### src/rtl/rs_window.sv
// DEPTH-entry reservation station: dispatch insert, tag wakeup, oldest-ready
// select via an age matrix, valid/ready issue and synchronous flush.
module rs_window #(
    parameter int BWIDTH = 57,
    parameter int DEPTH  = 4,
    parameter int RBITS  = 6,
    localparam int CW    = $clog2(DEPTH + 1)
) (
    input  logic                  i_clk,
    input  logic                  i_rst_n,
    input  logic                  i_flush,
    input  logic                  i_ins_valid,
    output logic                  o_ins_ready,
    input  logic [BWIDTH-1:0]     i_ins_bundle,
    input  logic [RBITS-1:0]      i_ins_rs1,
    input  logic [RBITS-1:0]      i_ins_rs2,
    input  logic                  i_ins_use1,
    input  logic                  i_ins_use2,
    input  logic                  i_ins_rdy1,
    input  logic                  i_ins_rdy2,
    input  logic [2**RBITS-1:0]   i_rdy_regs,
    output logic                  o_issue_valid,
    input  logic                  i_issue_ready,
    output logic [BWIDTH-1:0]     o_issue_bundle,
    output logic [CW-1:0]         o_count
);

    logic [DEPTH-1:0]  vld;
    logic [DEPTH-1:0]  rdy1_q;
    logic [DEPTH-1:0]  rdy2_q;
    logic [RBITS-1:0]  rs1_q    [DEPTH];
    logic [RBITS-1:0]  rs2_q    [DEPTH];
    logic [BWIDTH-1:0] bundle_q [DEPTH];
    logic [DEPTH-1:0]  older    [DEPTH];   // older[i][j]: i entered before j
    logic [CW-1:0]     count_q;

    logic [DEPTH-1:0]  eligible;
    logic [DEPTH-1:0]  sel;
    logic [DEPTH-1:0]  free_oh;
    logic [BWIDTH-1:0] sel_bundle;
    logic              ins_fire;
    logic              iss_fire;

    assign eligible      = vld & rdy1_q & rdy2_q;
    // Lowest clear bit of vld, as a one-hot.
    assign free_oh       = ~vld & (vld + DEPTH'(1));
    assign o_ins_ready   = (count_q != CW'(DEPTH));
    assign o_issue_valid = |eligible;
    assign o_issue_bundle = sel_bundle;
    assign o_count       = count_q;
    assign ins_fire      = i_ins_valid & o_ins_ready & ~i_flush;
    assign iss_fire      = o_issue_valid & i_issue_ready & ~i_flush;

    always_comb begin
        sel        = '0;
        sel_bundle = '0;
        for (int unsigned i = 0; i < DEPTH; i++) begin
            sel[i] = eligible[i];
            for (int unsigned j = 0; j < DEPTH; j++) begin
                if (eligible[j] && older[j][i]) begin
                    sel[i] = 1'b0;
                end
            end
            if (sel[i]) begin
                sel_bundle = sel_bundle | bundle_q[i];
            end
        end
    end

    always_ff @(posedge i_clk or negedge i_rst_n) begin
        if (!i_rst_n) begin
            vld     <= '0;
            rdy1_q  <= '0;
            rdy2_q  <= '0;
            count_q <= '0;
            for (int unsigned i = 0; i < DEPTH; i++) begin
                rs1_q[i]    <= '0;
                rs2_q[i]    <= '0;
                bundle_q[i] <= '0;
                older[i]    <= '0;
            end
        end else if (i_flush) begin
            vld     <= '0;
            count_q <= '0;
            for (int unsigned i = 0; i < DEPTH; i++) begin
                older[i] <= '0;
            end
        end else begin
            for (int unsigned i = 0; i < DEPTH; i++) begin
                if (ins_fire && free_oh[i]) begin
                    vld[i]      <= 1'b1;
                    rdy1_q[i]   <= ~i_ins_use1 | i_ins_rdy1 | i_rdy_regs[i_ins_rs1];
                    rdy2_q[i]   <= ~i_ins_use2 | i_ins_rdy2 | i_rdy_regs[i_ins_rs2];
                    rs1_q[i]    <= i_ins_rs1;
                    rs2_q[i]    <= i_ins_rs2;
                    bundle_q[i] <= i_ins_bundle;
                    older[i]    <= '0;
                end else begin
                    if (iss_fire && sel[i]) begin
                        vld[i] <= 1'b0;
                    end
                    rdy1_q[i] <= rdy1_q[i] | i_rdy_regs[rs1_q[i]];
                    rdy2_q[i] <= rdy2_q[i] | i_rdy_regs[rs2_q[i]];
                    // Every currently valid entry, issuing or not, is older than the newcomer.
                    if (ins_fire && vld[i]) begin
                        older[i] <= older[i] | free_oh;
                    end
                end
            end
            count_q <= count_q + CW'(ins_fire) - CW'(iss_fire);
        end
    end

endmodule

### config.mk
export PLATFORM = sky130hd
export DESIGN_NAME = rs_window
export DESIGN_NICKNAME = d
export VERILOG_FILES = /design/src/rtl/rs_window.sv
export SDC_FILE = /design/constraint.sdc
export NUM_CORES = 1
export LEC_CHECK = 0
export CAP_MARGIN = 20
export CORE_ASPECT_RATIO = 1.1
export CORE_UTILIZATION = 45
export DETAILED_ROUTE_END_ITERATION = 12
export GPL_ROUTABILITY_DRIVEN = 0
export PLACE_DENSITY = 0.65
export SYNTH_ARGS = -nofsm -noshare
export SYNTH_HDL_FRONTEND = slang
export SYNTH_SLANG_ARGS = --single-unit
### constraint.sdc
create_clock -name i_clk -period 7.54 [get_ports i_clk]
set_input_delay 1.508 -clock i_clk [delete_from_list [all_inputs] [get_ports i_clk]]
set_output_delay 1.508 -clock i_clk [all_outputs]
set_load 0.01 [all_outputs]
==> results of run 1 <==
## synth_stat cells (8+ instances only)
master	number
dfrtp_1	307
mux2i_1	61
nand4_1	9
and3_1	10
mux2_2	203
nand3_1	21
clkbuf_1	56
nor2b_1	14
buf_4	9
nor3_1	9
mux4_2	151
buf_1	11
nand3b_1	9
a22oi_1	126
a31oi_1	8
a21oi_1	9
nor2_1	39
buf_2	61
inv_1	13
nand2_1	309
o21ai_0	13
## power by group through the flow
stage,clock network [mW],logic [mW],registers (mW)
6_report,1.56,2.16,2.71
5_1_grt,1.66,2.34,2.80
4_1_cts,1.59,2.16,2.71
3_5_place_dp,0,2.15,2.74
3_3_place_gp,0,2.11,2.70
2_1_floorplan,0,1.75,2.39
## metal layers
| metal | up-vias | wire length [µm] | GRT usage |
|---|---|---|---|
| met5 | - | 0 | 0 |
| met4 | 0 | 2580 | 0.121 |
| met3 | 180 | 5970 | 0.0635 |
| met2 | 866 | 25000 | 0.421 |
| met1 | 7114 | 21700 | 0.359 |
| li1 | 6023 | - | - |
## worst reg2reg max path: cells and delay by family (launching register included)
family        cells  cell delay [ps]
buf+inv           1              770
flops             1              540
mux               1              490
simple gates      3             1290
## cell type report
type / count / area (µm²)
diodes: 2 / 5.00
inverters: 14 / 52.6
flip-flops and latches: 307 / 7680
clock buffers: 50 / 992
multi-input cells: 1079 / 10000
well taps: 513 / 642
clock inverters: 6 / 40.0
fillers: 3405 / 18500
repair buffers: 220 / 2210
## metrics by stage
step	cell area [µm²]	cells	hold WS (ps)	utilization
floorplan	18400	1540	446	-
global placement	20500	2130	458	0.511
detailed placement	20500	2130	463	0.511
CTS	21600	2186	477	0.537
global route	21600	2189	490	0.539
finish	21600	2191	474	0.539
## worst max-delay path by stage
| stage | end | slack [ps] | depth (start not counted) |
|---|---|---|---|
| 2_1_floorplan | o_count[2] | 3880 | 12 |
| 3_3_place_gp | rdy1_q[3] | 2800 | 7 |
| 3_5_place_dp | rdy1_q[0] | 2840 | 7 |
| 4_1_cts | o_issue_bundle[55] | 2470 | 7 |
| 5_1_grt | o_issue_bundle[19] | 2280 | 7 |
| 6_report | o_issue_bundle[55] | 2510 | 7 |
## sequential cells by signal, indices dropped and copies added (netlist names)
name / flops
rs1_q: 24
older: 16
vld: 4
rdy1_q: 4
o_count: 3
rdy2_q: 4
bundle_q: 228
rs2_q: 24
## cells by family (layout without fill, tap and decap cells)
family,after synthesis,count (layout)
xor gates and xnor gates,2,2
other,0,2
AOI/OAI and AO/OA,204,204
buffers and inverters,154,290
muxes,420,420
adders and majority gates,3,3
and+or+nand+nor,450,450
DFF,307,307
==> flow_metrics.env, run 1 <==
export IMPL_status="complete, no violations"
export IMPL_path_buf_inv=2
export IMPL_clockBufferDepth=3
export IMPL_max_slew_margin=0.275
export IMPL_rsz0062_at_grt="no"
export IMPL_ys_flop_type="dfrtp_1"
export IMPL_powerDensity_nw_per_um2=297
export IMPL_synth_top_area_frac=0.418
export IMPL_end_kind="output port"
export IMPL_cts_sinks=307
export IMPL_yosys_area_share_simple=0.108
export IMPL_synth_compound_area_frac=0.0820
export IMPL_grt_max_degree=140
export IMPL_synth_area_leaders="dfrtp_1 (42%), mux4_2 (19%), mux2_2 (12%)"
export IMPL_muxShareOfSynthArea=0.350
export IMPL_die_w_um=195
export IMPL_mostFrequentLayoutCell="nand2_1"
export IMPL_pwr_share_comb=0.337
export IMPL_skew_ps=14.2
export IMPL_synth_distinct_cells=67
export IMPL_first_pass_iters=7
export IMPL_grt_pass1_wl_um=85600
export IMPL_reg2regPathDepth=5
export IMPL_max_freq_mhz=199
export IMPL_antenna_found_initial=1
export IMPL_synth_edff_count=0
export IMPL_cts_resized=0
export IMPL_clock_latency_ps=520
export IMPL_num_rows=77
export IMPL_wl_per_cell_um=25.2
export IMPL_pwr_share_clk=0.242
export IMPL_leakage_nw=8.98
export IMPL_first_iter_violations=1436
export IMPL_switching_share=0.320
export IMPL_synthCells=1540
export IMPL_worst_path_max_fanout=30
export IMPL_slew_viol_final=0
export IMPL_cts_inserted_buffers=34
export IMPL_synth_top_family_by_area="multiplexers"
export IMPL_post_route_drc_count=0
export IMPL_switchingPower_mw=2.06
export IMPL_regToRegSetupSlack_ps=4330
export IMPL_fin_setup_tns_ps=0
export IMPL_synth_area_leader_cell="dfrtp_1"
export IMPL_drive_gt1_frac=0.259
export IMPL_min_path_cells=2
export IMPL_clkTransAtPathRegs_ps=60
export IMPL_synthArstFlopShare=1.00
export IMPL_holdPathEnd="bundle_q[61]"
export IMPL_cpLargestDelayFamily="simple AND/OR/NAND/NOR gates"
export IMPL_ir_drop_uv=149
export IMPL_htree_levels=2
export IMPL_p_total_mw=6.43
export IMPL_num_vias=14200
export IMPL_place_hpwl_um=34400
export IMPL_crit_chain="and3_1 > a22oi_1 > and3_2 > buf_4 > a22oi_1 > nand2_1 > clkdlybuf4s50_1"
export IMPL_criticalPathCategory="reg -> out"
export IMPL_place_ws_ps=2840
export IMPL_synth_xor_area_frac=0.000954
export IMPL_core_region_area_um2=40200
export IMPL_synthAdderAreaFrac=0.00245
export IMPL_yosys_warnings=0
export IMPL_root_buffer="clkbuf_16"
export IMPL_startpoint="vld[1]"
export IMPL_hold_class="reg -> reg"
export IMPL_portBuffers=203
export IMPL_grt_use_total=0.269
export IMPL_fin_ws_ps=2510
export IMPL_dieHeight_um=214
export IMPL_startpoint_type="flop"
export IMPL_period_share=0.667
export IMPL_max_stage_delay_ps=700
export IMPL_ant_nets=0
export IMPL_r2r_start="vld[1]"
export IMPL_cts_tree="done"
export IMPL_worstMarginPinSlew_ps=1090
export IMPL_routed_wl_um=55200
export IMPL_io_pins=204
export IMPL_internal_power_mw=4.37
export IMPL_start_util=0.457
export IMPL_critical_path_arrival_ps=3520
export IMPL_min_period_ps=5030
export IMPL_seq_power_share=0.421
export IMPL_synth_avg_cell_area_um2=11.9
export IMPL_fin_nets=1801
export IMPL_vias_per_cell=6.47
export IMPL_worst_ep_required_time_ps=6030
export IMPL_finalSetupViolCount=0
export IMPL_cts_hold_buffers=0
export IMPL_grt_pass1_vias=14100
export IMPL_mostFrequentLayoutCells="nand2_1 (308), dfrtp_1 (307), mux2_2 (203), clkdlybuf4s50_1 (202), mux4_2 (151)"
export IMPL_worst_path_max_delay_cell="and3_2"
export IMPL_hp_start="bundle_q[61]"
export IMPL_syn_area_um2=18400
export IMPL_die_area_um2=41600
export IMPL_overflow=0
export IMPL_drv_cap=0
export IMPL_post_cts_setup_buffer_count=0
export IMPL_synthToLayoutAreaGrowth_pct=17.9
export IMPL_yosysSeqAreaShare=0.418
export IMPL_reg2reg_to="bundle_q[28]"
export IMPL_cpMostUsedCell="a22oi_1"
export IMPL_syn_nets=1685
export IMPL_finalHoldViolations=0
export IMPL_yosys_register_bits=307
(Power assumes the default switching activity.)
==> run 2: changes to the inputs <==
--- a/config.mk
+++ b/config.mk
@@ -10,7 +10,7 @@
 export CORE_UTILIZATION = 45
 export DETAILED_ROUTE_END_ITERATION = 12
 export GPL_ROUTABILITY_DRIVEN = 0
-export PLACE_DENSITY = 0.65
+export PLACE_DENSITY = 0.68
 export SYNTH_ARGS = -nofsm -noshare
 export SYNTH_HDL_FRONTEND = slang
 export SYNTH_SLANG_ARGS = --single-unit
==> constraint.sdc (replaced) <==
create_clock -name i_clk -period 4.05 [get_ports i_clk]
set_input_delay 0.81 -clock i_clk [delete_from_list [all_inputs] [get_ports i_clk]]
set_output_delay 0.81 -clock i_clk [all_outputs]
set_load 0.01 [all_outputs]
==> flow_metrics.env, run 2 (synthesized netlist as in run 1, its figures left out) <==
export IMPL_status="complete, no violations"
export IMPL_max_stage_delay_ps=570
export IMPL_first_pass_iters=5
export IMPL_routed_wl_um=57500
export IMPL_die_w_um=195
export IMPL_period_share=0.916
export IMPL_core_region_area_um2=40200
export IMPL_pwr_share_clk=0.247
export IMPL_place_ws_ps=587
export IMPL_worst_ep_required_time_ps=3240
export IMPL_layout_area_seq_um2=7680
export IMPL_io_pins=204
export IMPL_post_route_drc_count=0
export IMPL_hold_class="in -> async"
export IMPL_mostFrequentLayoutCell="nand2_1"
export IMPL_place_hpwl_um=36600
export IMPL_cpLargestDelayFamily="buffers and inverters"
export IMPL_switchingPower_mw=3.95
export IMPL_first_iter_violations=1473
export IMPL_path_buf_inv=2
export IMPL_clockBufferDepth=3
export IMPL_worst_path_max_delay_cell="clkdlybuf4s50_1"
export IMPL_synthToLayoutAreaGrowth_pct=19.4
export IMPL_internal_power_mw=8.23
export IMPL_antenna_found_initial=0
export IMPL_ant_nets=0
export IMPL_startpoint_type="flop"
export IMPL_num_vias=14400
export IMPL_grt_use_total=0.280
export IMPL_switching_share=0.325
export IMPL_drive_gt1_frac=0.269
export IMPL_clock_latency_ps=540
export IMPL_pwr_share_comb=0.341
export IMPL_skew_ps=28.5
export IMPL_critical_path_arrival_ps=2900
export IMPL_dieHeight_um=214
export IMPL_fin_setup_tns_ps=0
export IMPL_clkTransAtPathRegs_ps=60
export IMPL_fillers=3349
export IMPL_portBuffers=203
export IMPL_min_period_ps=3710
export IMPL_fin_ws_ps=340
export IMPL_post_cts_setup_buffer_count=0
export IMPL_largest_reg_flops=228
export IMPL_mostFrequentLayoutCells="nand2_1 (308), dfrtp_1 (307), mux2_2 (203), clkdlybuf4s50_1 (202), mux4_2 (151)"
export IMPL_cts_inserted_buffers=34
export IMPL_fin_nets=1823
export IMPL_top_register="bundle_q"
export IMPL_powerDensity_nw_per_um2=556
export IMPL_leakage_nw=9.13
export IMPL_reg_top3="bundle_q (228), rs1_q (24), rs2_q (24)"
export IMPL_cts_sinks=307
export IMPL_worst_path_max_fanout=58
export IMPL_grt_pass1_wl_um=89000
export IMPL_start_util=0.457
export IMPL_multi_input_area_um2=10000
export IMPL_max_slew_margin=0.224
export IMPL_vias_per_cell=6.50
export IMPL_finalSetupViolCount=0
export IMPL_final_cell_area_um2=21900
export IMPL_end_kind="output port"
export IMPL_rsz0062_at_grt="no"
export IMPL_cts_resized=0
export IMPL_ir_drop_uv=321
export IMPL_seq_power_share=0.412
export IMPL_root_buffer="clkbuf_16"
export IMPL_slew_viol_final=0
export IMPL_cts_hold_buffers=0
export IMPL_max_freq_mhz=270
export IMPL_postPlaceCellArea_um2=20900
export IMPL_die_area_um2=41600
export IMPL_crit_chain="and3_1 > a22oi_1 > and3_2 > buf_12 > a22oi_1 > nand2_1 > clkdlybuf4s50_1"
export IMPL_finalHoldViolations=0
export IMPL_cpMostUsedCell="a22oi_1"
export IMPL_drv_cap=0
export IMPL_criticalPathCategory="reg -> out"
export IMPL_grt_pass1_vias=14900
export IMPL_worstMarginPinSlew_ps=1160
export IMPL_htree_levels=2
export IMPL_wl_per_cell_um=26.0
export IMPL_num_rows=77
export IMPL_fin_hold_ws_ps=380
export IMPL_cts_tree="done"
export IMPL_grt_max_degree=115
export IMPL_overflow=0
run 2: cell count changes in the layout (fill, tap and decap cells not counted), sizes merged:
cell    delta
diode      -1
inv        +1
clkbuf     -1
buf       +22
bufinv     +1
run 2: path summary, 6_finish.rpt:
check	start	to	slack, ps	depth (start not counted)
worst min-delay path	i_rst_n	bundle_q[137]	380	1
worst max-delay path	vld[1]	o_issue_bundle[25]	340	7
max in group asynchronous	i_rst_n	bundle_q[139]	2650	2
min in group i_clk	bundle_q[111]	bundle_q[111]	470	2
worst max register to register	o_count[1]	o_count[2]	1280	12
worst min register to register	bundle_q[111]	bundle_q[111]	470	2
run 2: worst register-to-register path: cells and delay by family (launching register included):
| kind | cells | cell delay (ps) |
|---|---|---|
| buffers and inverters | 3 | 300 |
| DFF | 1 | 430 |
| xor gates and xnor gates | 2 | 310 |
| adders and majority gates | 3 | 790 |
| and+or+nand+nor | 4 | 790 |
run 2: metal layers:
metal	part of all wire	track usage
met5	0	0
met3	0.11	0.0731
met1	0.38	0.355
met2	0.45	0.442
met4	0.059	0.152
run 2: power groups by stage:
stage | clock network, mW | registers (mW) | logic (mW)
floorplan | 0 | 4.44 | 3.25
global placement | 0 | 4.98 | 4.02
detailed placement | 0 | 5.06 | 4.13
CTS | 3.08 | 5.01 | 4.15
global route | 3.20 | 5.19 | 4.47
finish | 3.01 | 5.02 | 4.15
run 2: area by class of cell:
| cell class | count | area share |
|---|---|---|
| repair buffers | 242 | 0.113 |
| flip-flops and latches | 307 | 0.350 |
| diodes | 1 | 0.000114 |
| multi-input cells | 1079 | 0.456 |
| clock buffers | 49 | 0.0446 |
| well taps | 513 | 0.0293 |
| clock inverters | 8 | 0.00428 |
| inverters | 14 | 0.00240 |
run 2: stage by stage:
stage          instances  power (mW)   util
2_1_floorplan       1540        7.69      -
5_1_grt             2212        12.9  0.546
6_report            2213        12.2  0.546
3_5_place_dp        2155        9.19  0.519
4_1_cts             2212        12.2  0.546
3_3_place_gp        2155        9.01  0.519
==> patch 1: new RTL, flow settings as in run 2 <==
Make the reset (`i_rst_n`) synchronous in one clocked block.
--- a/src/rtl/rs_window.sv
+++ b/src/rtl/rs_window.sv
@@ -67,7 +67,7 @@
         end
     end
 
-    always_ff @(posedge i_clk or negedge i_rst_n) begin
+    always_ff @(posedge i_clk) begin
         if (!i_rst_n) begin
             vld     <= '0;
             rdy1_q  <= '0;
Behaviour: differs if i_rst_n is asserted again (counterexample within 4 cycles, from zero or initial values and one cycle with i_rst_n low); with i_rst_n held inactive, the same outputs for 4 cycles.
==> patch 1 against run 2 <==
Sequential share of layout area rose by 6.4 points; sequential cell count stayed put; count of clock-buffer cells in the layout is 7 lower; setup slack worse by 120 ps; global-route usage is 0.19 points lower; synthesized area shrank 0.65%; final area shrank 0.66%; first-iteration DRC count is 12% higher; clock skew decreased by 19 ps; wire length up 0.84%; largest cell class is now sequential cells.
Power is not compared: it rests on default switching activity, and its combinational part moved more than twofold at a synthesized area within 25%.
==> patch 1: results (changes against run 2) <==
inv_count: 20  # +6
route.vias.total: 14153  # -1.6%
synth_nets: 1559  # -7.5%
numCtsBuffers: 31  # -8.8%
drt_iter0_drc: 1653  # +12%
yosysSeqAreaShare_pct: 49.5  # +7.7 points
avgSynthCellArea_sq_um: 12.9  # +8.2%
muxShareOfSynthArea_pct: 21.2  # -14 points
synthArstFlopShare_pct: 0  # -100 points
grt_start_max_net_pins: 116  # +0.87%
clkCellAreaFrac_pct: 4.13  # -0.75 points
synth_common_cells: "edfxtp_1, and3_1, a22oi_1"
outcome: "finished clean"
synth_fa_ha_area_share_pct: 0.247  # +0.0016 points
signal_buffers: 249  # +2.9%
die_w_microns: 194  # -0.32%
reg2reg_depth: 10  # -2
dp_cells: 2038  # -5.4%
multi_input_area_sq_um: 8650  # -14%
use_met1_pct: 36.5  # +1.0 points
min-delay-path-class: "reg2reg"
routedWlPerCell_microns: 27.7  # +6.4%
grtUsageTotal_pct: 27.8  # -0.19 points
grt.met2_usage_pct: 45.0  # +0.84 points
antenna_found_initial: 2  # +2
design.seq.count: 307  # unchanged
clk_latency_ps: 570  # +30 ps
nFillCells: 3359  # +0.30%
placed_area_sq_um: 20900  # about the same
synthXorXnorAreaFrac_pct: 0.0960  # +0.00062 points
synth_area_leaders: "edfxtp_1, mux4_2, and3_1, a22oi_1, and2_1"
hpwl_mm: 36.6  # about the same
p_switching_w: 0.00185
max_slew_margin_pct: 27.1  # +4.7 points
drive_gt1_share_pct: 16.7  # -10 points
critPathMaxStageDelay_ps: 550  # -20 ps
instances_no_fill: 2097  # -5.2%
grt_pass1_wl_mm: 87.1  # -2.0%
first_pass_iters: 8  # +3
path_max_fanout: 17  # -71%
ys_warn_count: 0  # unchanged
utilization_pct: 54.3  # -0.23 points
synth_cell_type_count: 60  # -10%
nClkBuffers: 42  # -14%
multi_input_gates: 949  # -12%
worst_clock_skew_ps: 9.77  # -18.7 ps
pre_cts_ws_ps: 403  # -184 ps
portBuffers: 203  # unchanged
final-nonclk-buf-share_pct: 11.4  # +0.17 points
fin_nets: 1703  # -6.6%
use_met3_pct: 6.16  # -1.2 points
[patch 1: changes by cell type in the layout (fill, tap and decap cells not counted), moves of 8 or more]
| cell | run 2 | this run |
|---|---|---|
| dfrtp_1 | 307 | 0 |
| edfxtp_1 | 0 | 288 |
| nand2_1 | 308 | 85 |
| and3_1 | 6 | 213 |
| mux2_2 | 203 | 9 |
| and2_1 | 2 | 69 |
| mux2i_1 | 61 | 25 |
| a22oi_1 | 126 | 155 |
| dfxtp_1 | 0 | 19 |
| a21oi_1 | 9 | 23 |
| buf_4 | 28 | 38 |
| nand3b_1 | 9 | 0 |
| o31a_1 | 0 | 8 |
[patch 1: timing repair]
action / in CTS / in global routing
setup buffers: 0 / 0
setup endpoints to repair: 0 / 39
gates resized for setup: 0 / 3
[patch 1: path summary, 6_finish.rpt]
kind / slack [ps] / endpoint / startpoint
min reg2reg: 460 / older[0][0] / older[0][0]
min: 460 / older[0][0] / older[0][0]
max reg2reg: 1190 / o_count[2] / vld[1]
max: 220 / o_issue_bundle[3] / vld[1]
[patch 1: power by group through the flow]
stage	Sequential (W)	Clock [W]	Combinational, W
2_1_floorplan	0.00372	0	0.000580
3_3_place_gp	0.00378	0	0.000983
3_5_place_dp	0.00379	0	0.000995
4_1_cts	0.00372	0.00265	0.000999
5_1_grt	0.00374	0.00278	0.00107
6_report	0.00372	0.00261	0.00102
[patch 1: metal layers]
metal / up-vias / share of wire (%)
met3: 163 / 12
met1: 6986 / 38
li1: 5989 / -
met4: 2 / 3.7
met2: 1013 / 47
met5: - / 0.022
[patch 1: worst reg2reg max path, cell delays in order (launching register included)]
cell	delay (ps)
dfxtp_1	440
and3_1	270
or4_1	490
and3_1	280
ha_1	300
inv_1	40
ha_1	180
fa_1	400
xnor2_1	170
xnor2_1	130
nor2_1	50
==> patch 2: new RTL, settings of run 2 <==
Made on the original files. The parameter `DEPTH` goes from 4 to 8.
--- a/src/rtl/rs_window.sv
+++ b/src/rtl/rs_window.sv
@@ -2,7 +2,7 @@
 // select via an age matrix, valid/ready issue and synchronous flush.
 module rs_window #(
     parameter int BWIDTH = 57,
-    parameter int DEPTH  = 4,
+    parameter int DEPTH  = 8,
     parameter int RBITS  = 6,
     localparam int CW    = $clog2(DEPTH + 1)
 ) (
Interface: changed (resized o_count); port bits go from 204 to 205. No check against the original RTL was run, so the function may have changed too.
==> patch 2 against run 2 <==
Count of clock-buffer cells in the layout is 49 higher; sequential cell count is 337 higher; final cell count up 120%; setup slack got worse by 280 ps; final area up 100%; wire length grew 140%; clock skew up 16 ps; synthesized area is 100% higher; total power is 68% higher; non-clock buffer count grew 169; global-route usage rose by 4.0 points; critical path type unchanged.
==> patch 2: results (changes against run 2) <==
crit_arrival_ps: 3180  # +280 ps
placed_area_sq_um: 41000  # +97%
met1Wirelength_mm: 50.9  # +140%
cts_resized: 39  # +39
cts_root_buf: "clkbuf_16"
syn_inst: 3568  # +130%
cellLeakagePower_nw: 20.1  # +120%
numCtsBuffers: 71  # +110%
synth_cell_type_count: 66  # -1.5%
synth_common_cells: "nand2_1, dfrtp_1, clkbuf_1"
viasPerCell: 6.64  # +2.1%
nFillCells: 6923  # +110%
h-tree-depth: 3  # +1
hpwl_mm: 79.4  # +120%
worst_clock_skew_ps: 44.6  # +16.2 ps
dr_wl_met2_mm: 59.9  # +130%
cts_max_path_buffers: 3  # unchanged
instances_no_fill: 4814  # +120%
grt_pass1_vias: 31510  # +110%
highest_layer: "met5"
grtUsageTotal_pct: 32.0  # +4.0 points
synth_area_leaders: "dfrtp_1, mux4_2, nand2_1, mux2_1, mux2i_1"
use_met3_pct: 9.33  # +2.0 points
cts_setup_buffers: 14  # +14
grt_pass1_wl_mm: 203  # +130%
grt_start_max_net_pins: 105  # -8.7%
dr_wl_met3_mm: 17.0  # +170%
clk_latency_ps: 650  # +110 ps
outcome: "finished clean"
max_slew_margin_pct: 25.0  # +2.5 points
drive_gt1_share_pct: 17.2  # -9.7 points
drt_iter0_drc: 4579  # +210%
routedWlPerCell_microns: 28.1  # +8.1%
dp_cells: 4657  # +120%
peakVddDrop_mv: 0.293  # -8.6%
path_max_fanout: 26  # -55%
use_met1_pct: 41.6  # +6.0 points
portBuffers: 204  # +0.49%
antenna_found_initial: 4  # +4
intPower_w: 0.0139  # +69%
critPathMaxStageDelay_ps: 540  # -30 ps
synth_nets: 3716  # +120%
largest_registers: "bundle_q: 456 flops, older: 64 flops"
grt.met2_usage_pct: 49.2  # +5.1 points
first_pass_iters: 6  # +1
holdWs_ps: 120  # -260 ps
-- patch 2: path summary, 6_finish.rpt --
path / startpoint / end / depth (start not counted)
worst max register to register: o_count[2] / bundle_q[71] / 10
worst min-delay path: i_rst_n / o_count[3] / 1
min in group i_clk: bundle_q[253] / bundle_q[253] / 2
worst max-delay path: rdy1_q[5] / o_issue_bundle[22] / 10
max in group asynchronous: i_rst_n / rs1_q[43] / 3
worst min register to register: bundle_q[253] / bundle_q[253] / 2
-- patch 2: power by group through the flow --
stage / clock network, W / registers, W / logic, W
after floorplan: 0 / 0.00798 / 0.00368
after global placement: 0 / 0.00866 / 0.00498
after detailed placement: 0 / 0.00870 / 0.00508
after CTS: 0.00667 / 0.00860 / 0.00514
after global routing: 0.00695 / 0.00878 / 0.00555
final: 0.00661 / 0.00863 / 0.00519
-- patch 2: cell families (layout without fill, tap and decap cells) --
group	count (synthesis)	after routing	synth area share [%]
AND/OR/NAND/NOR	1403	1404	15.8
flip-flops	644	644	43.3
multiplexers	628	628	26.0
AO/OA/AOI/OAI	504	504	10.4
buffers and inverters	381	557	4.23
adder cells (fa/ha/maj)	6	6	0.222
XOR/XNOR	2	2	0.0471
other	0	5	0
-- patch 2: final cells by class --
type	count	area [sq um]	area share [%]
clock buffer	98	1990	4.50
tap	1064	1330	3.01
timing repair buffer	411	4460	10.1
multi-input combinational	2544	19800	44.8
antenna	5	12.5	0.0283
sequential	644	16100	36.5
clock inverter	27	397	0.897
inverter	21	78.8	0.178
-- patch 2: per-stage QoR --
stage               utilization (%)  setup WS, ps
floorplan                         -          1090
global placement               50.1           175
detailed placement             50.1           210
CTS                            53.7         -49.6
global route                   54.0         -14.4
finish                         54.0          58.6
